File: config.mk
export PLATFORM = sky130hd
export DESIGN_NAME = mouse_grid_picker_flat
export DESIGN_NICKNAME = d
export VERILOG_FILES = /design/src/rtl/mouse_grid_picker_if.sv /design/src/rtl/mouse_grid_picker.sv /design/src/flat_wrapper.sv
export SDC_FILE = /design/constraint.sdc
export NUM_CORES = 1
export LEC_CHECK = 0
export CORE_MARGIN = 2
export CORE_UTILIZATION = 40
export CTS_BUF_LIST = sky130_fd_sc_hd__clkbuf_2
export DETAILED_ROUTE_END_ITERATION = 8
export PLACE_DENSITY = 0.67
export SLEW_MARGIN = 40
export SYNTH_ARGS = -nofsm -noshare
export SYNTH_HDL_FRONTEND = slang
export SYNTH_SLANG_ARGS = --single-unit
File: constraint.sdc
create_clock -name clk -period 1.95 [get_ports clk]
set_clock_uncertainty 0.15 [all_clocks]
set_input_delay 0.2925 -clock clk [delete_from_list [all_inputs] [get_ports clk]]
set_output_delay 0.2925 -clock clk [all_outputs]
set_load 0.005 [all_outputs]
File: src/rtl/mouse_grid_picker_if.sv
// rtl/mouse_grid_picker_if.sv - mouse position/button inputs and picked-cell outputs of the grid picker
interface mouse_grid_picker_if #(
   parameter int COORD_W = 12
);
   logic [COORD_W-1:0] xpos;
   logic [COORD_W-1:0] ypos;
   logic               mouse_left;
   logic [7:0]         mouse_pos;
   logic [6:0]         ship_xy;
   logic               cell_valid;
   logic               pick_ship;

   modport master (
      output xpos, ypos, mouse_left,
      input  mouse_pos, ship_xy, cell_valid, pick_ship
   );

   modport slave (
      input  xpos, ypos, mouse_left,
      output mouse_pos, ship_xy, cell_valid, pick_ship
   );
endinterface

File: src/rtl/mouse_grid_picker.sv
// rtl/mouse_grid_picker.sv - converts mouse pixels to a board cell and a left press to a one-cycle pick
// Conversion runs continuously: IDLE, SAMPLE, GRID_N division steps, DONE.
module mouse_grid_picker #(
   parameter int BOARD_X0  = 64,
   parameter int BOARD_Y0  = 64,
   parameter int CELL_SIZE = 36,
   parameter int GRID_N    = 10,
   parameter int COORD_W   = 12
) (
   input  logic              clk,
   input  logic              rst_n,
   mouse_grid_picker_if.slave bus
);
   localparam int CNT_W = 5;
   localparam logic [COORD_W-1:0] X_LO = COORD_W'(BOARD_X0);
   localparam logic [COORD_W-1:0] X_HI = COORD_W'(BOARD_X0 + GRID_N * CELL_SIZE - 1);
   localparam logic [COORD_W-1:0] Y_LO = COORD_W'(BOARD_Y0);
   localparam logic [COORD_W-1:0] Y_HI = COORD_W'(BOARD_Y0 + GRID_N * CELL_SIZE - 1);
   localparam logic [COORD_W-1:0] CELL = COORD_W'(CELL_SIZE);
   localparam logic [CNT_W-1:0]   LAST = CNT_W'(GRID_N - 1);

   typedef enum logic [1:0] {IDLE, SAMPLE, DIV, DONE} state_t;
   state_t state, state_nxt;

   logic               sync1, sync2, sync3;
   logic               rise;
   logic               pend;
   logic               take_pick;
   logic               in_r;
   logic               in_board;
   logic [COORD_W-1:0] xr, yr;
   logic [3:0]         col, row;
   logic [CNT_W-1:0]   cnt;
   logic [7:0]         mouse_pos_r;
   logic [6:0]         ship_xy_r;
   logic               cell_valid_r;
   logic               pick_ship_r;
   logic [7:0]         xy_full;

   assign rise     = sync2 & ~sync3;
   assign in_board = (bus.xpos >= X_LO) && (bus.xpos <= X_HI) &&
                     (bus.ypos >= Y_LO) && (bus.ypos <= Y_HI);
   assign xy_full  = {4'd0, row} * 8'(GRID_N) + {4'd0, col};

   assign bus.mouse_pos  = mouse_pos_r;
   assign bus.ship_xy    = ship_xy_r;
   assign bus.cell_valid = cell_valid_r;
   assign bus.pick_ship  = pick_ship_r;

   always_ff @(posedge clk or negedge rst_n) begin
      if (!rst_n) state <= IDLE;
      else        state <= state_nxt;
   end

   always_comb begin
      state_nxt = state;
      case (state)
         IDLE:    state_nxt = SAMPLE;
         SAMPLE:  state_nxt = in_board ? DIV : DONE;
         DIV:     state_nxt = (cnt == LAST) ? DONE : DIV;
         DONE:    state_nxt = IDLE;
         default: state_nxt = IDLE;
      endcase
   end

   always_ff @(posedge clk or negedge rst_n) begin
      if (!rst_n) begin
         sync1        <= 1'b0;
         sync2        <= 1'b0;
         sync3        <= 1'b0;
         pend         <= 1'b0;
         take_pick    <= 1'b0;
         in_r         <= 1'b0;
         xr           <= '0;
         yr           <= '0;
         col          <= '0;
         row          <= '0;
         cnt          <= '0;
         mouse_pos_r  <= '0;
         ship_xy_r    <= '0;
         cell_valid_r <= 1'b0;
         pick_ship_r  <= 1'b0;
      end else begin
         sync1       <= bus.mouse_left;
         sync2       <= sync1;
         sync3       <= sync2;
         pick_ship_r <= 1'b0;
         // SAMPLE consumes the pending press, but an edge arriving in that same cycle survives
         if (state == SAMPLE) pend <= rise;
         else if (rise)       pend <= 1'b1;
         case (state)
            SAMPLE: begin
               take_pick <= pend;
               in_r      <= in_board;
               cnt       <= '0;
               if (in_board) begin
                  xr  <= bus.xpos - X_LO;
                  yr  <= bus.ypos - Y_LO;
                  col <= '0;
                  row <= '0;
               end
            end
            DIV: begin
               cnt <= cnt + 1'b1;
               if (xr >= CELL) begin
                  xr  <= xr - CELL;
                  col <= col + 4'd1;
               end
               if (yr >= CELL) begin
                  yr  <= yr - CELL;
                  row <= row + 4'd1;
               end
            end
            DONE: begin
               cell_valid_r <= in_r;
               pick_ship_r  <= take_pick & in_r;
               if (in_r) begin
                  mouse_pos_r <= {row, col};
                  ship_xy_r   <= xy_full[6:0];
               end
            end
            default: ;
         endcase
      end
   end
endmodule

File: src/flat_wrapper.sv
// flat-port wrapper written by rule: the top's interface ports become plain ports
module mouse_grid_picker_flat 
#(
   parameter int BOARD_X0  = 64,
   parameter int BOARD_Y0  = 64,
   parameter int CELL_SIZE = 36,
   parameter int GRID_N    = 10,
   parameter int COORD_W   = 12
)
  (clk, rst_n, bus_xpos, bus_ypos, bus_mouse_left, bus_mouse_pos, bus_ship_xy, bus_cell_valid, bus_pick_ship);
  mouse_grid_picker_if #(.COORD_W(COORD_W)) bus_i ();
  input  logic clk;
  input  logic rst_n;
  input wire logic [$bits(bus_i.xpos)-1:0] bus_xpos;
  input wire logic [$bits(bus_i.ypos)-1:0] bus_ypos;
  input wire logic [$bits(bus_i.mouse_left)-1:0] bus_mouse_left;
  output wire logic [$bits(bus_i.mouse_pos)-1:0] bus_mouse_pos;
  output wire logic [$bits(bus_i.ship_xy)-1:0] bus_ship_xy;
  output wire logic [$bits(bus_i.cell_valid)-1:0] bus_cell_valid;
  output wire logic [$bits(bus_i.pick_ship)-1:0] bus_pick_ship;
  assign bus_i.xpos = bus_xpos;
  assign bus_i.ypos = bus_ypos;
  assign bus_i.mouse_left = bus_mouse_left;
  assign bus_mouse_pos = bus_i.mouse_pos;
  assign bus_ship_xy = bus_i.ship_xy;
  assign bus_cell_valid = bus_i.cell_valid;
  assign bus_pick_ship = bus_i.pick_ship;
  mouse_grid_picker #(.BOARD_X0(BOARD_X0), .BOARD_Y0(BOARD_Y0), .CELL_SIZE(CELL_SIZE), .GRID_N(GRID_N), .COORD_W(COORD_W)) u_core (.clk(clk), .rst_n(rst_n), .bus(bus_i));
endmodule
# Word level (Yosys, flattened, before mapping)
# Cells that the tools add are included.
totals:
  output_inout_bits: 17
  regBits: 62
  word_cells: 68
classes:
  n_lt_le_gt_ge: 6
  n_mul: 1
  muxes: 18
  bitwise: 3
  reduce_logical: 9
  n_addsub: 8
  n_eq_ne: 7
op_table:
  columns: ["cell", "n"]
  rows:
  - ["$mux W12", 4]
  - ["$pmux W12 S2", 2]
  - ["$ge A12 B6 Y1 const B", 2]
  - ["$ge A12 B7 Y1 const B", 2]
  - ["$le A12 B9 Y1 const B", 2]
  - ["$sub A12 B6 Y12 const B", 2]
  - ["$sub A12 B7 Y12 const B", 2]
  - ["$pmux W4 S2", 2]
  - ["$mux W4", 3]
  - ["$pmux W5 S2", 1]
  - ["$add A4 B1 Y4 const B", 2]
  - ["$pmux W2 S4", 1]
  - ["$add A7 B4 Y7", 1]
  - ["$mul A4 B3 Y6 const B", 1]
  - ["$ne A2 B1 Y1 const B", 3]
  - ["$reduce_and A3 Y1", 2]
  - ["$add A5 B1 Y5 const B", 1]
  - ["$eq A5 B4 Y1 const B", 1]
  - ["$mux W1", 5]
  - ["$eq A2 B2 Y1 const B", 2]
  - ["$reduce_bool A2 Y1", 2]
  - ["$logic_and A1 B1 Y1", 3]
  - ["$and A1 B1 Y1", 2]
  - ["$eq A2 B1 Y1 const B", 1]
  - ["other kinds (3)", 3]

# Logic depth before layout (Yosys ltp)
# Gate-level depths: netlist of run 1.
logic_depth:
  word_depth: 6
  ltp_mapped: 9
  depth_no_buf: 8

# Worst setup path before layout of run 1
# OpenSTA, ideal clock, no wires.
synth_timing:
  kind: "input -> register"
  from: "input bus_ypos[7]"
  to: "register u_core.yr[0]"
  arrival_ps: 1940
  setup_ps: 128
  t_required_ps: 1672
  stages: 8
  setup_slack_ps: -268
  cell_sequence: "inv_1 ha_1 or4b_4 o211ai_4 o211ai_1 o32ai_2 buf_4 mux2_1"
synth_via:
  elab_chain_len: 5
  word_cells_on_any_way: 6
  cone_classes: "2 x order compare; 1 x eq/ne; 3 x reduce/logical"
synth_rtl:
  columns: ["item", "line_no", "text"]
  rows:
  - ["start, declared", "flat_wrapper.sv:15", "input wire logic [$bits(bus_i.ypos)-1:0] bus_ypos;"]
  - ["$ge A12 B7 Y1", "mouse_grid_picker.sv:42", "(bus.ypos >= Y_LO) && (bus.ypos <= Y_HI);"]
  - ["$logic_and A1 B1 Y1", "mouse_grid_picker.sv:41", "assign in_board = (bus.xpos >= X_LO) && (bus.xpos <= X_HI) &&"]
  - ["$logic_and A1 B1 Y1 *", "mouse_grid_picker.sv:42", null]
  - ["$ne A2 B1 Y1 (no source line) *", null, null]
  - ["$reduce_and A3 Y1 (no source line) *", null, null]
  - ["end signal, assigned", "mouse_grid_picker.sv:98", "yr <= bus.ypos - Y_LO;"]
  - ["end signal, assigned", "mouse_grid_picker.sv:110", "yr <= yr - CELL;"]
  - ["end, declared", "mouse_grid_picker.sv:31", "logic [COORD_W-1:0] xr, yr;"]
# Every way passes the cells marked *; elsewhere a longest branch is shown, timed or not.
# A chain may end at the register's enable or synchronous reset.

# Worst setup path in the final report of run 1
layout_timing:
  from: "register u_core.row[1]"
  to: "register u_core.ship_xy_r[6] (netlist: u_core.bus.ship_xy[6])"
layout_via:
  elab_chain_len: 2
layout_rtl:
  columns: ["item", "line_no", "text"]
  rows:
  - ["start, declared", "mouse_grid_picker.sv:32", "logic [3:0] col, row;"]
  - ["start signal, assigned", "mouse_grid_picker.sv:111", "row <= row + 4'd1;"]
  - ["$mul A4 B3 Y6", "mouse_grid_picker.sv:43", "assign xy_full = {4'd0, row} * 8'(GRID_N) + {4'd0, col};"]
  - ["$add A7 B4 Y7", "mouse_grid_picker.sv:43", null]
  - ["end signal, assigned", "mouse_grid_picker.sv:119", "ship_xy_r <= xy_full[6:0];"]
  - ["end, declared", "mouse_grid_picker.sv:35", "logic [6:0] ship_xy_r;"]
# No other way between the ends.

==> flow_metrics.py, run 1 <==
metrics = {
    "synth": {
        "synth_largest_area_cell": "dfrtp_1",
        "syn-num-nets": 453,
        "yosys-top-cells-area": "dfrtp_1, ha_1, nand2_1",
        "synth-seq-area-share": 0.393,
        "syn_area_per_cell_um2": 9.77,
        "synth_warnings": 0,
        "synth_seq_cells": 61,
        "synth-main-ff-cell": "dfrtp_1",
        "synth.distinct_cells": 68,
        "synth_edf_count": 0,
        "syn_area_mm2": 0.00389,
        "synthCells": 398,
        "synthArstFlopShare": 1.00,
        "yosysTopAreaCellShare": 0.393,
    },
    "finish": {
        "antennaDiodeCount": 0,
        "post-route-util": 0.627,
        "fillers": 797,
        "postLayoutCellArea_mm2": 0.00585,
        "final_nets": 597,
        "area_growth_pct": 50.4,
        "drive_above_1_share": 0.406,
    },
    "power": {
        "p_int_mw": 4.74,
        "power_density_mw_per_mm2": 1410,
        "ir_drop_mv": 0.653,
        "power.leakage_nw": 2.61,
        "power_mw": 8.23,
        "clkPwrFrac": 0.109,
        "switching_share": 0.425,
        "p_comb_frac": 0.644,
        "p_switching_mw": 3.50,
        "power_frac_seq": 0.247,
    },
    "sta": {
        "rsz0062_at_grt": "yes",
        "fin_crit_ps": 2050,
        "tightest_slew_ps": 439,
        "min_period_over_period": 1.05,
        "fin_ws_ps": -99.6,
        "clock.fmax_mhz": 488,
        "slew_viol_final": 0,
        "maxSlewHeadroom": 0.707,
        "hold_viol": 0,
        "setup_violations": 8,
    },
    "clock_network": {
        "cts_buffers": 9,
        "clk-insertion-delay-late_ps": 520,
        "ctsHtreeMaxLevel": 3,
        "cts_buffer_depth": 2,
        "path_clk_slew_ps": 180,
        "cts_root_buf": "clkbuf_2",
        "cts_tree": "done",
        "cts_sinks": 61,
    },
    "detailed_routing": {
        "maxUsedRoutingLayer": "met4",
        "wl_um": 10600,
        "wl_met2_um": 5290,
        "drc": 0,
        "wl_per_cell_um": 15.6,
        "drtIter0Drc": 186,
        "ant_nets": 0,
        "wl_met1_um": 4650,
        "drt_first_pass_iters": 5,
        "dr_wl_met3_um": 428,
        "viasPerCell": 5.37,
        "via_count": 3633,
    },
    "global_routing": {
        "antenna_found_initial": 0,
        "grt_usage": 0.211,
        "grt_pass1_vias": 3644,
        "grt_pass1_wl_um": 17200,
        "grt_max_degree": 46,
        "grt.overflow.total": 0,
    },
    "outcome": {
        "violations": "negative setup slack",
        "status": "complete, but fails checks",
    },
    "worst_setup_path": {
        "cp_cell_sequence": "ha_1, ha_2, fa_1, nand2_1, nor2_2, xnor2_1, o21ai_1",
        "crit_path_max_fanout": 2,
        "crit_path_top_delay_cell": "fa_1",
        "worstReg2RegStart": "u_core.row[1]$_DFFE_PN0P_",
        "slowest_delay_ps": 510,
        "start_kind": "register",
        "critPathCaptureType": "register",
        "crit_type": "register to register",
        "crit_start": "u_core.row[1]$_DFFE_PN0P_",
        "crit_arrival_ps": 2330,
        "worstPathRequired_ps": 2230,
    },
    "floorplan": {
        "die-area_mm2": 0.0105,
        "start_util": 0.417,
        "die_w_um": 103,
        "row_count": 35,
        "core_mm2": 0.00933,
        "die_height_um": 103,
        "io_pins": 44,
    },
    "placed_design": {
        "preCtsSetupSlack_ps": -867,
        "io_buffer_count": 43,
        "gp_congestion": 0.929,
        "dp_hpwl_um": 7550,
        "placed_cell_area_mm2": 0.00512,
    },
    "worst_hold_path": {
        "hold_path_class": "input port to register",
        "min_from": "bus_ypos[4]",
    },
    "flow_run": {
        "cap_viol_max_count": 0,
    },
}
-- power by group through the flow --
| stage | clock (mW) | combinational (mW) | sequential [mW] |
|---|---|---|---|
| 2_1_floorplan | 0 | 2.69 | 1.93 |
| 3_3_place_gp | 0 | 4.09 | 1.99 |
| 3_5_place_dp | 0 | 4.18 | 2.00 |
| 4_1_cts | 0.913 | 4.64 | 1.98 |
| 5_1_grt | 0.966 | 5.75 | 2.09 |
| 6_report | 0.896 | 5.30 | 2.03 |
-- registers in the layout, summed over array words and instances, names as in the netlist --
register               flops
u_core.bus.cell_valid      1
u_core.bus.mouse_pos       7
u_core.bus.pick_ship       1
u_core.bus.ship_xy         7
u_core.cnt                 5
u_core.col                 4
u_core.in_r                1
u_core.pend                1
u_core.row                 4
u_core.state               2
u_core.sync1               1
u_core.sync2               1
u_core.sync3               1
u_core.take_pick           1
u_core.xr                 12
u_core.yr                 12
-- cell type report --
| cell class | count | area [µm²] | area share |
|---|---|---|---|
| multi-input combinational | 294 | 2630 | 0.449 |
| clock inverter | 7 | 80.1 | 0.0137 |
| timing repair buffer | 151 | 1300 | 0.223 |
| clock buffer | 9 | 45.0 | 0.00770 |
| inverter | 25 | 109 | 0.0186 |
| sequential | 61 | 1530 | 0.261 |
| tap | 129 | 161 | 0.0276 |
-- cells by family (layout without fill, tap and decap cells) --
family                     count (synthesis)  count (layout)  share of synthesized area
AOI/OAI and AO/OA                         99              99                      0.190
xor gates and xnor gates                  13              13                     0.0293
adders and majority gates                 28              28                     0.0940
buffers and inverters                     43             192                     0.0495
DFF                                       61              61                      0.393
muxes                                     23              23                     0.0634
and+or+nand+nor                          131             131                      0.181
-- worst max-delay path, delay by kind of cell (launching register included) --
family	cells	cell delay [ps]
and+or+nand+nor	2	180
DFF	1	430
adders and majority gates	3	1010
AOI/OAI and AO/OA	1	70
xor gates and xnor gates	1	130
-- stage by stage --
stage               std cells  TNS, ps  hold WS (ps)
CTS                       669     -184          23.2
global placement          640   -25760           107
finish                    676     -317          4.20
detailed placement        640   -27740           109
floorplan                 398    -2720          -153
global route              676    -1530         -9.50
-- cells in the final DEF, fill, tap and decap left out, drive strengths merged, types with 13 or more instances in the layout --
cell / Yosys / layout
buf: 9 / 110
dfrtp: 61 / 61
nand2: 40 / 40
o21ai: 32 / 32
clkdlybuf4s50: 0 / 26
ha: 26 / 26
inv: 24 / 24
nor2: 21 / 21
nand3: 14 / 14
a21oi: 14 / 14
mux2: 13 / 13
-- routing by layer --
metal  vias up  global-route usage
li1       1732                   -
met1      1768               0.270
met2       113               0.367
met3        20              0.0319
met4         0              0.0687
met5         -                   0
-- repair_timing --
action,CTS,global route
hold buffers,1,0
endpoints found under the setup margin,36,37
buffers inserted,12,7
pin swaps,25,35
resized for setup,62,65
endpoints found under the hold margin,61,0
-- synthesized netlist by cell type, drive strengths merged, types with 2 or more instances --
cell,count
and2,3
xnor2,4
o211ai,8
dfrtp,61
nand2,40
nand4,10
a211oi,5
mux2i,10
buf,9
fa,2
nor2,21
clkbuf,9
a21oi,14
a21o,2
a311oi,3
xor2,9
a22oi,4
o221a,2
a41oi,3
o211a,4
o31ai,3
a22o,4
nor4,4
o21ai,32
ha,26
or3,8
o21a,2
nand3,14
inv,24
nor4bb,2
mux2,13
nor3,10
and3,2
nand2b,8
nor2b,5
a31oi,2
-- final timing paths --
| path | slack, ps | cells after the start | to |
|---|---|---|---|
| max | -100 | 7 | u_core.bus.ship_xy[6]$_DFFE_PN0P_ |
| min | 4 | 3 | u_core.yr[4]$_DFFE_PN0P_ |
| max reg2reg | -100 | 7 | u_core.bus.ship_xy[6]$_DFFE_PN0P_ |
| min reg2reg | 220 | 0 | u_core.sync2$_DFF_PN0_ |
| max in group asynchronous | 990 | 3 | u_core.xr[1]$_DFFE_PN0P_ |
| min in group asynchronous | 60 | 2 | u_core.cnt[4]$_DFFE_PN0P_ |
(Power assumes the default switching activity.)
==> run 2: changes to the inputs <==
Settings changed: CTS_CLUSTER_DIAMETER from default to 100.
==> results of run 2 <==
Same layout as run 1: the final DEF is identical, and so are final timing and power.
==> run 3: changes to the inputs <==
Settings changed: SLEW_MARGIN 40 to 20.
==> results of run 3 <==
Same layout as run 1: the final DEF is identical, and so are final timing and power.
